### src/rtl/sdram_port_arbiter.sv
// Shares one 8-bit SDRAM controller among download, RAM-clear, Z80 and cassette ports.
// Registered single-access grant: IDLE -> ISSUE (strobe held until mem_done) -> DONE (ack pulse).
module sdram_port_arbiter #(
  parameter int ADDR_W       = 23,
  parameter int CAS_MAX_WAIT = 255
) (
  input  logic              clk_sys,
  input  logic              reset,
  input  logic              mem_init_done,
  input  logic              dl_req,
  input  logic              clr_req,
  input  logic              cpu_req,
  input  logic              cas_req,
  input  logic [ADDR_W-1:0] dl_addr,
  input  logic [ADDR_W-1:0] clr_addr,
  input  logic [ADDR_W-1:0] cpu_addr,
  input  logic [ADDR_W-1:0] cas_addr,
  input  logic [7:0]        dl_din,
  input  logic [7:0]        clr_din,
  input  logic [7:0]        cpu_din,
  input  logic              cpu_we,
  input  logic              cas_window,
  output logic              dl_ack,
  output logic              clr_ack,
  output logic              cpu_ack,
  output logic              cas_ack,
  output logic [7:0]        rdata,
  output logic              mem_rd,
  output logic              mem_we,
  output logic [ADDR_W-1:0] mem_addr,
  output logic [7:0]        mem_din,
  input  logic [7:0]        mem_dout,
  input  logic              mem_done,
  output logic [3:0]        grant,
  output logic              busy
);

  typedef enum logic [1:0] {IDLE, ISSUE, DONE} state_t;

  localparam logic [7:0] CAS_LIMIT = 8'(CAS_MAX_WAIT);

  state_t            state;
  logic [7:0]        cas_wait;
  logic [3:0]        ack;
  logic [3:0]        win;
  logic [ADDR_W-1:0] sel_addr;
  logic [7:0]        sel_din;
  logic              sel_we;
  logic              promoted;
  logic              cas_elig;

  assign dl_ack  = ack[0];
  assign clr_ack = ack[1];
  assign cpu_ack = ack[2];
  assign cas_ack = ack[3];

  // A promoted cassette request jumps ahead of the CPU but never ahead of dl/clr.
  always_comb begin
    win      = 4'b0000;
    sel_addr = '0;
    sel_din  = 8'h00;
    sel_we   = 1'b0;
    promoted = (cas_wait >= CAS_LIMIT);
    cas_elig = cas_req && (cas_window || promoted);
    if (dl_req) begin
      win = 4'b0001; sel_addr = dl_addr; sel_din = dl_din; sel_we = 1'b1;
    end else if (clr_req) begin
      win = 4'b0010; sel_addr = clr_addr; sel_din = clr_din; sel_we = 1'b1;
    end else if (cas_elig && promoted) begin
      win = 4'b1000; sel_addr = cas_addr;
    end else if (cpu_req) begin
      win = 4'b0100; sel_addr = cpu_addr; sel_din = cpu_din; sel_we = cpu_we;
    end else if (cas_elig) begin
      win = 4'b1000; sel_addr = cas_addr;
    end
  end

  always_ff @(posedge clk_sys) begin
    if (reset) begin
      state    <= IDLE;
      ack      <= 4'b0000;
      mem_rd   <= 1'b0;
      mem_we   <= 1'b0;
      mem_addr <= '0;
      mem_din  <= 8'h00;
      rdata    <= 8'h00;
      grant    <= 4'b0000;
      busy     <= 1'b0;
    end else begin
      ack <= 4'b0000;
      case (state)
        IDLE: begin
          if (mem_init_done && (win != 4'b0000)) begin
            grant    <= win;
            mem_addr <= sel_addr;
            mem_din  <= sel_din;
            mem_we   <= sel_we;
            mem_rd   <= !sel_we;
            busy     <= 1'b1;
            state    <= ISSUE;
          end
        end
        ISSUE: begin
          if (mem_done) begin
            if (mem_rd) rdata <= mem_dout;
            mem_rd <= 1'b0;
            mem_we <= 1'b0;
            ack    <= grant;
            state  <= DONE;
          end
        end
        DONE: begin
          grant <= 4'b0000;
          busy  <= 1'b0;
          state <= IDLE;
        end
        default: state <= IDLE;
      endcase
    end
  end

  // Counts only cycles where a cassette request is actually waiting.
  always_ff @(posedge clk_sys) begin
    if (reset) begin
      cas_wait <= 8'h00;
    end else if (!cas_req || grant[3] || (state == IDLE && mem_init_done && win[3])) begin
      cas_wait <= 8'h00;
    end else if (cas_wait != 8'hFF) begin
      cas_wait <= cas_wait + 8'h01;
    end
  end

endmodule

### config.mk
export PLATFORM = sky130hd
export DESIGN_NAME = sdram_port_arbiter
export DESIGN_NICKNAME = d
export VERILOG_FILES = /design/src/rtl/sdram_port_arbiter.sv
export SDC_FILE = /design/constraint.sdc
export NUM_CORES = 1
export LEC_CHECK = 0
export ABC_CLOCK_PERIOD_IN_PS = 2550
export CAP_MARGIN = 20
export CELL_PAD_IN_SITES_DETAIL_PLACEMENT = 1
export CELL_PAD_IN_SITES_GLOBAL_PLACEMENT = 2
export CORE_ASPECT_RATIO = 1.75
export CORE_UTILIZATION = 22
export CTS_CLUSTER_SIZE = 28
export DETAILED_ROUTE_END_ITERATION = 7
export GPL_TIMING_DRIVEN = 0
export PLACE_DENSITY = 0.87
export SLEW_MARGIN = 20
export SYNTH_ARGS = -nofsm -noshare
export SYNTH_HDL_FRONTEND = slang
export SYNTH_SLANG_ARGS = --single-unit
### constraint.sdc
create_clock -name clk_sys -period 2.55 [get_ports clk_sys]
set_clock_uncertainty 0.05 [all_clocks]
set_input_delay 0.51 -clock clk_sys [delete_from_list [all_inputs] [get_ports clk_sys]]
set_output_delay 0.51 -clock clk_sys [all_outputs]
set_load 0.05 [all_outputs]
# Word level (Yosys, flattened, before mapping)
# Index checks and enable logic that the tools add are counted.
[totals]
reg_bits = 60
inputBits = 134
output_inout_bits = 50
[op_classes]
addsub = 1
n_lt_le_gt_ge = 1
n_eq_ne = 5
n_mux = 30
n_bitwise = 2
reduce_logical = 21
[ops]
columns = ["cell", "n"]
rows = [
  ["$mux W23", 5],
  ["$mux W8", 4],
  ["$mux W4", 6],
  ["$add A8 B1 Y8 const B", 1],
  ["$ge A8 B8 Y1 const B", 1],
  ["$mux W1", 8],
  ["$ne A8 B8 Y1 const B", 1],
  ["$pmux W4 S2", 1],
  ["$pmux W1 S2", 3],
  ["$reduce_and A2 Y1", 3],
  ["$reduce_and A3 Y1", 2],
  ["$logic_and A1 B1 Y1", 5],
  ["$mux W2", 2],
  ["$ne A2 B2 Y1 const B", 2],
  ["$pmux W2 S2", 1],
  ["$reduce_bool A2 Y1", 2],
  ["$reduce_bool A4 Y1", 1],
  ["$logic_or A1 B1 Y1", 3],
  ["$reduce_or A3 Y1", 1],
  ["$eq A2 B1 Y1 const B", 1],
  ["$eq A2 B2 Y1 const B", 1],
  ["$logic_not A1 Y1", 2],
  ["$logic_not A2 Y1", 1],
  ["$not A1 Y1", 2],
  ["$reduce_or A2 Y1", 1],
]

# Depth between registers and ports, before layout
[depth]
depth_word = 12
ltp_mapped = 7
mapped_depth_nobuf = 5

# Worst setup path before layout
# No wires, ideal clock.
[synth_path]
path_type = "input -> register"
start = "input dl_req"
end = "register mem_addr[10]"
arrival_time_ns = 1.590
slack_ns = 0.821
cell_stages = 6
n_path_buf = 2
cell_sequence = "buf_4 > nor2_1 > o211a_4 > buf_1 > nand2_1 > a311oi_2"
[synth_between]
elab_chain_len = 4
elab_cells_between_ends = 5
classes_between = "mux (2); reduce/logical (3)"
[synth_rtl]
columns = ["element", "line", "text"]
rows = [
  ["from (decl)", "10", "input logic dl_req,"],
  ["$mux W4", "65", "if (dl_req) begin"],
  ["$reduce_bool A4 Y1", "93", "if (mem_init_done && (win != 4'b0000)) begin"],
  ["$logic_and A1 B1 Y1", "93", ""],
  ["$reduce_and A2 Y1 (no source line)", "--", ""],
  ["to (signal assigned)", "95", "mem_addr <= sel_addr;"],
  ["to (decl)", "30", "output logic [ADDR_W-1:0] mem_addr,"],
]
# Several ways; a longest one is shown, not always the timed one.
# A chain may end at the register's enable or synchronous reset.

# Final worst setup path
[layout_path]
start = "input clr_req"
end = "register mem_din[4]"
[layout_between]
elab_chain_len = 5
elab_cells_between_ends = 7
classes_between = "mux (4); reduce/logical (3)"
[layout_rtl]
columns = ["element", "line", "text"]
rows = [
  ["from (decl)", "11", "input logic clr_req,"],
  ["$mux W4", "67", "end else if (clr_req) begin"],
  ["$mux W4", "65", ""],
  ["$reduce_bool A4 Y1", "93", ""],
  ["$logic_and A1 B1 Y1", "93", ""],
  ["$reduce_and A2 Y1 (no source line)", "--", ""],
  ["to (signal assigned)", "96", "mem_din <= sel_din;"],
  ["to (decl)", "31", "output logic [7:0] mem_din,"],
]
# Several ways; a longest one is shown, not always the timed one.

==> run summary <==
In this run, synthesis produced a sequential element count of 60. The number of buffers on the longest clock path is 2. The largest total area in the synthesized netlist belongs to sky130_fd_sc_hd__dfxtp_1. The synthesized design contains 0 enable-type register cells. The post-route netlist has 12.2% of its cells at a drive strength greater than 1. The run gives 0.000945 W as the switching power of the nets. The worst register-to-register path has a setup slack of 510 ps. The total of fill cells in the finished design was 1628; the fmax was 427 MHz.

For this design the ratio of total power to cell area is 552 nW/um^2. For the combinational share of power, the log shows 28.9%. The tools report the kind of capture point of the worst setup path as a register. After synthesis, the cell types taking the most area are sky130_fd_sc_hd__dfxtp_1 (39%), sky130_fd_sc_hd__a311oi_2 (11%), sky130_fd_sc_hd__a21oi_1 (7.7%), sky130_fd_sc_hd__nand2_1 (6.0%), sky130_fd_sc_hd__a22o_1 (5.9%). For this configuration, the core starts out at a cell density of 22.5%.

The number of buffers inserted by post-CTS setup repair is 0, and the final number of setup-violating endpoints is 0. The detail-routed net length per standard cell is 18.0 um, and the Yosys warning count is 0. TritonCTS built the clock tree.

The final critical-path required period works out to 2340 ps. The most frequently used flop master after synthesis was sky130_fd_sc_hd__dfxtp_1. The worst hold slack is 408 ps, and the number of buffers and inverters on the critical path is 2.

The leftover overflow at the end of global routing came out at 0. The share of total power dissipated in the clock network is 36.6%. The class of the tightest hold or removal check was reg2reg. The count of nets left with antenna violations once routing finished came out at 0. In the routed design, unresolved DRC markers number 0. The run gives 0 as the post-cts repair resize count. The power consumption is 0.00299 W. The tools report the number of vias in the routed layout as 3478. For this run, the total global-route usage over all layers was measured as 18.0%. For this design, the sink count on the clock tree is 60.

The commonest cells after synthesis are sky130_fd_sc_hd__dfxtp_1 (60), sky130_fd_sc_hd__nand2_1 (50), sky130_fd_sc_hd__a21oi_1 (48), sky130_fd_sc_hd__a31oi_1 (23), sky130_fd_sc_hd__a311oi_2 (22). Grouping stages by cell kind, the critical path spends the most delay in buffers and inverters. The tools report the worst slew slack as a fraction of its limit as 51.2%. The run gives 184 as the boundary pin count. In the finished design, the share of the clock period the worst path needs comes to 91.8%. The run gives 34.5% as the sequential cell fraction of total power. The stage delay of the slowest cell on the critical path came out at 670 ps. The run finished with clean final reports.

The cell area after placement was 5150 sq um; the number of clock buffers inserted by TritonCTS was 9. The tools report the number of nets in the synthesized netlist as 470. The critical path is of the in2reg type. After clock tree synthesis, the clock-pin slew on the worst setup and hold paths is 50 ps.

The final instance area was 5420 sq um. The cell count after synthesis came out at 335. The buffer type at the clock tree root is sky130_fd_sc_hd__clkbuf_16. The initial antenna violation count was 0; the switching power as a share of total power was 31.6%. For the worst ir drop on vdd, the log shows 0.000277 V. For the number of antenna cells inserted, the log shows 0. The die covers 14600 sq um. The total of hold buffers inserted after clock tree synthesis is 0, and the violation count after the first detailed-routing iteration is 119.

Reported leakage power: 1.86 nW. The per-cell via count in the routed design came out at 4.90. The number of nets at the end of the flow is 663. Measured along the x axis, the die boundary spans 91.9 um. The H-tree was split into 3 levels. The async set or reset register ratio after synthesis is 0%, and the transition time at the pin with the least slew margin is 732 ps. Summed over its instances, the top area cell type makes up 38.6% of the synthesized netlist area. The most repeated cell in the gate-level netlist after synthesis is sky130_fd_sc_hd__dfxtp_1. The worst path required time was 2740 ps. The logs give 39.2% for the core occupancy in the finished layout and 20200 um for the first-pass GRT wire length.

The run gives 0 ps as the final sum of negative setup slack. The final number of max-transition violations was 0; the first-pass detailed-route iteration total was 4. The global placement routability congestion was 0.742; the number of different library cells in the post-synthesis netlist was 45.

The area growth from synthesis to final layout was 74.3%. Maximum number of pins on one net before global-route repair: 12. The later-pin clock latency in the skew report was 330 ps.

The share of the Yosys chip area taken by registers is 38.6%. In this run the core area contains 57 standard-cell rows. The critical path goes through clkdlybuf4s50_1 > nor2b_1 > clkbuf_1 > a222oi_1 > a211oi_1. The max-capacitance violation count came out at 0.

The synthesized area per cell was 9.29 sq um; the hold violation count in the final report was 0. STA classifies the critical path startpoint as an input pin. Cell type of the slowest stage on the worst timing path: sky130_fd_sc_hd__clkdlybuf4s50_1. Data on the critical path arrives at its endpoint at 2530 ps. For this block, the routed nets add up to 12800 um of wire. Setup repair after global routing left no endpoint under its margin. The wire-length estimate of the detail-placed layout is 10200 um.

The via count of the first global-routing pass was 3881; the internal power was 0.00205 W. The cell area that synthesis handed to floorplanning was 3110 sq um. The core region is 13800 sq um.

In this run the vertical extent of the chip is 159 um. The largest fanout of any net on the critical path works out to 10. Buffers placed on the I/O ports in this run total 182.
## layout by cell type (no fill, tap or decap), types with 2 or more instances in the layout
cell,count
sky130_fd_sc_hd__a211oi_1,8
sky130_fd_sc_hd__a21oi_1,48
sky130_fd_sc_hd__a222oi_1,9
sky130_fd_sc_hd__a22o_1,21
sky130_fd_sc_hd__a311oi_2,22
sky130_fd_sc_hd__a31oi_1,23
sky130_fd_sc_hd__and2_1,6
sky130_fd_sc_hd__and3_1,4
sky130_fd_sc_hd__buf_1,2
sky130_fd_sc_hd__buf_2,8
sky130_fd_sc_hd__buf_4,3
sky130_fd_sc_hd__buf_6,6
sky130_fd_sc_hd__clkbuf_1,12
sky130_fd_sc_hd__clkbuf_16,9
sky130_fd_sc_hd__clkdlybuf4s50_1,182
sky130_fd_sc_hd__clkinv_2,4
sky130_fd_sc_hd__clkinvlp_4,2
sky130_fd_sc_hd__dfxtp_1,60
sky130_fd_sc_hd__inv_1,3
sky130_fd_sc_hd__mux2i_1,2
sky130_fd_sc_hd__nand2_1,50
sky130_fd_sc_hd__nand3_1,6
sky130_fd_sc_hd__nor2_1,9
sky130_fd_sc_hd__o211ai_1,4
sky130_fd_sc_hd__o21ai_0,3
sky130_fd_sc_hd__xnor2_1,3
## metal layers
| metal | global-route usage [%] | vias up | share of wire, % | wire length [um] |
|---|---|---|---|---|
| li1 | - | 1681 | - | - |
| met1 | 18.4 | 1641 | 36 | 4610 |
| met2 | 33.3 | 131 | 55 | 7060 |
| met3 | 4.39 | 25 | 5.3 | 677 |
| met4 | 8.88 | 0 | 3.4 | 430 |
| met5 | 0 | - | 0 | 0 |
## per-stage QoR
step	instances	setup WS, ps
2_1_floorplan	335	821
5_1_grt	710	95.2
3_3_place_gp	694	-92.3
4_1_cts	710	209
3_5_place_dp	694	-140
6_report	710	208
## tightest hold or removal path, cell delays in order, from the launching register on
cell	delay, ps
sky130_fd_sc_hd__dfxtp_1	310
sky130_fd_sc_hd__nand2_1	50
sky130_fd_sc_hd__a21oi_1	50
## cells by family (layout without fill, tap and decap cells)
family | Yosys count | after routing | share of synthesized area (%)
fa+ha+maj | 1 | 1 | 0.402
flops | 60 | 60 | 38.6
simple gates | 85 | 85 | 13.1
mux | 2 | 2 | 0.644
compound gates | 149 | 149 | 39.9
buf+inv | 34 | 232 | 6.23
xor+xnor | 4 | 4 | 1.13
## worst paths after layout
path / start / endpoint / cells after the start
setup reg to reg: cas_wait[0]$_SDFFE_PP0N_ / mem_addr[18]$_SDFFE_PP0P_ / 6
hold / removal: rdata[5]$_SDFFE_PP0P_ / rdata[5]$_SDFFE_PP0P_ / 2
hold reg to reg: rdata[5]$_SDFFE_PP0P_ / rdata[5]$_SDFFE_PP0P_ / 2
setup / recovery: clr_req / mem_din[4]$_SDFFE_PP0P_ / 5
## state kept, by name, summed over array words and instances (netlist names), 2 cells and up
register  cells
cas_wait      8
grant         4
mem_addr     23
mem_din       8
rdata         8
state         2
ack           4
## cell type report
cell class	count	area (sq um)	share of cell area [%]
clock inverter	7	43.8	0.808
tap	177	221	4.08
inverter	3	11.3	0.208
timing repair buffer	182	1820	33.6
buffer	31	183	3.37
multi-input combinational	241	1720	31.6
clock buffer	9	225	4.15
sequential	60	1200	22.2
## power by group through the flow
| stage | combinational [W] | sequential [W] | clock (W) |
|---|---|---|---|
| floorplan | 0.000267 | 0.00124 | 0 |
| global placement | 0.000857 | 0.00105 | 0 |
| detailed placement | 0.000869 | 0.00105 | 0 |
| CTS | 0.000872 | 0.00103 | 0.00112 |
| global route | 0.000915 | 0.00104 | 0.00117 |
| finish | 0.000864 | 0.00103 | 0.00110 |
Note: power is estimated with default switching activity, not from simulation.
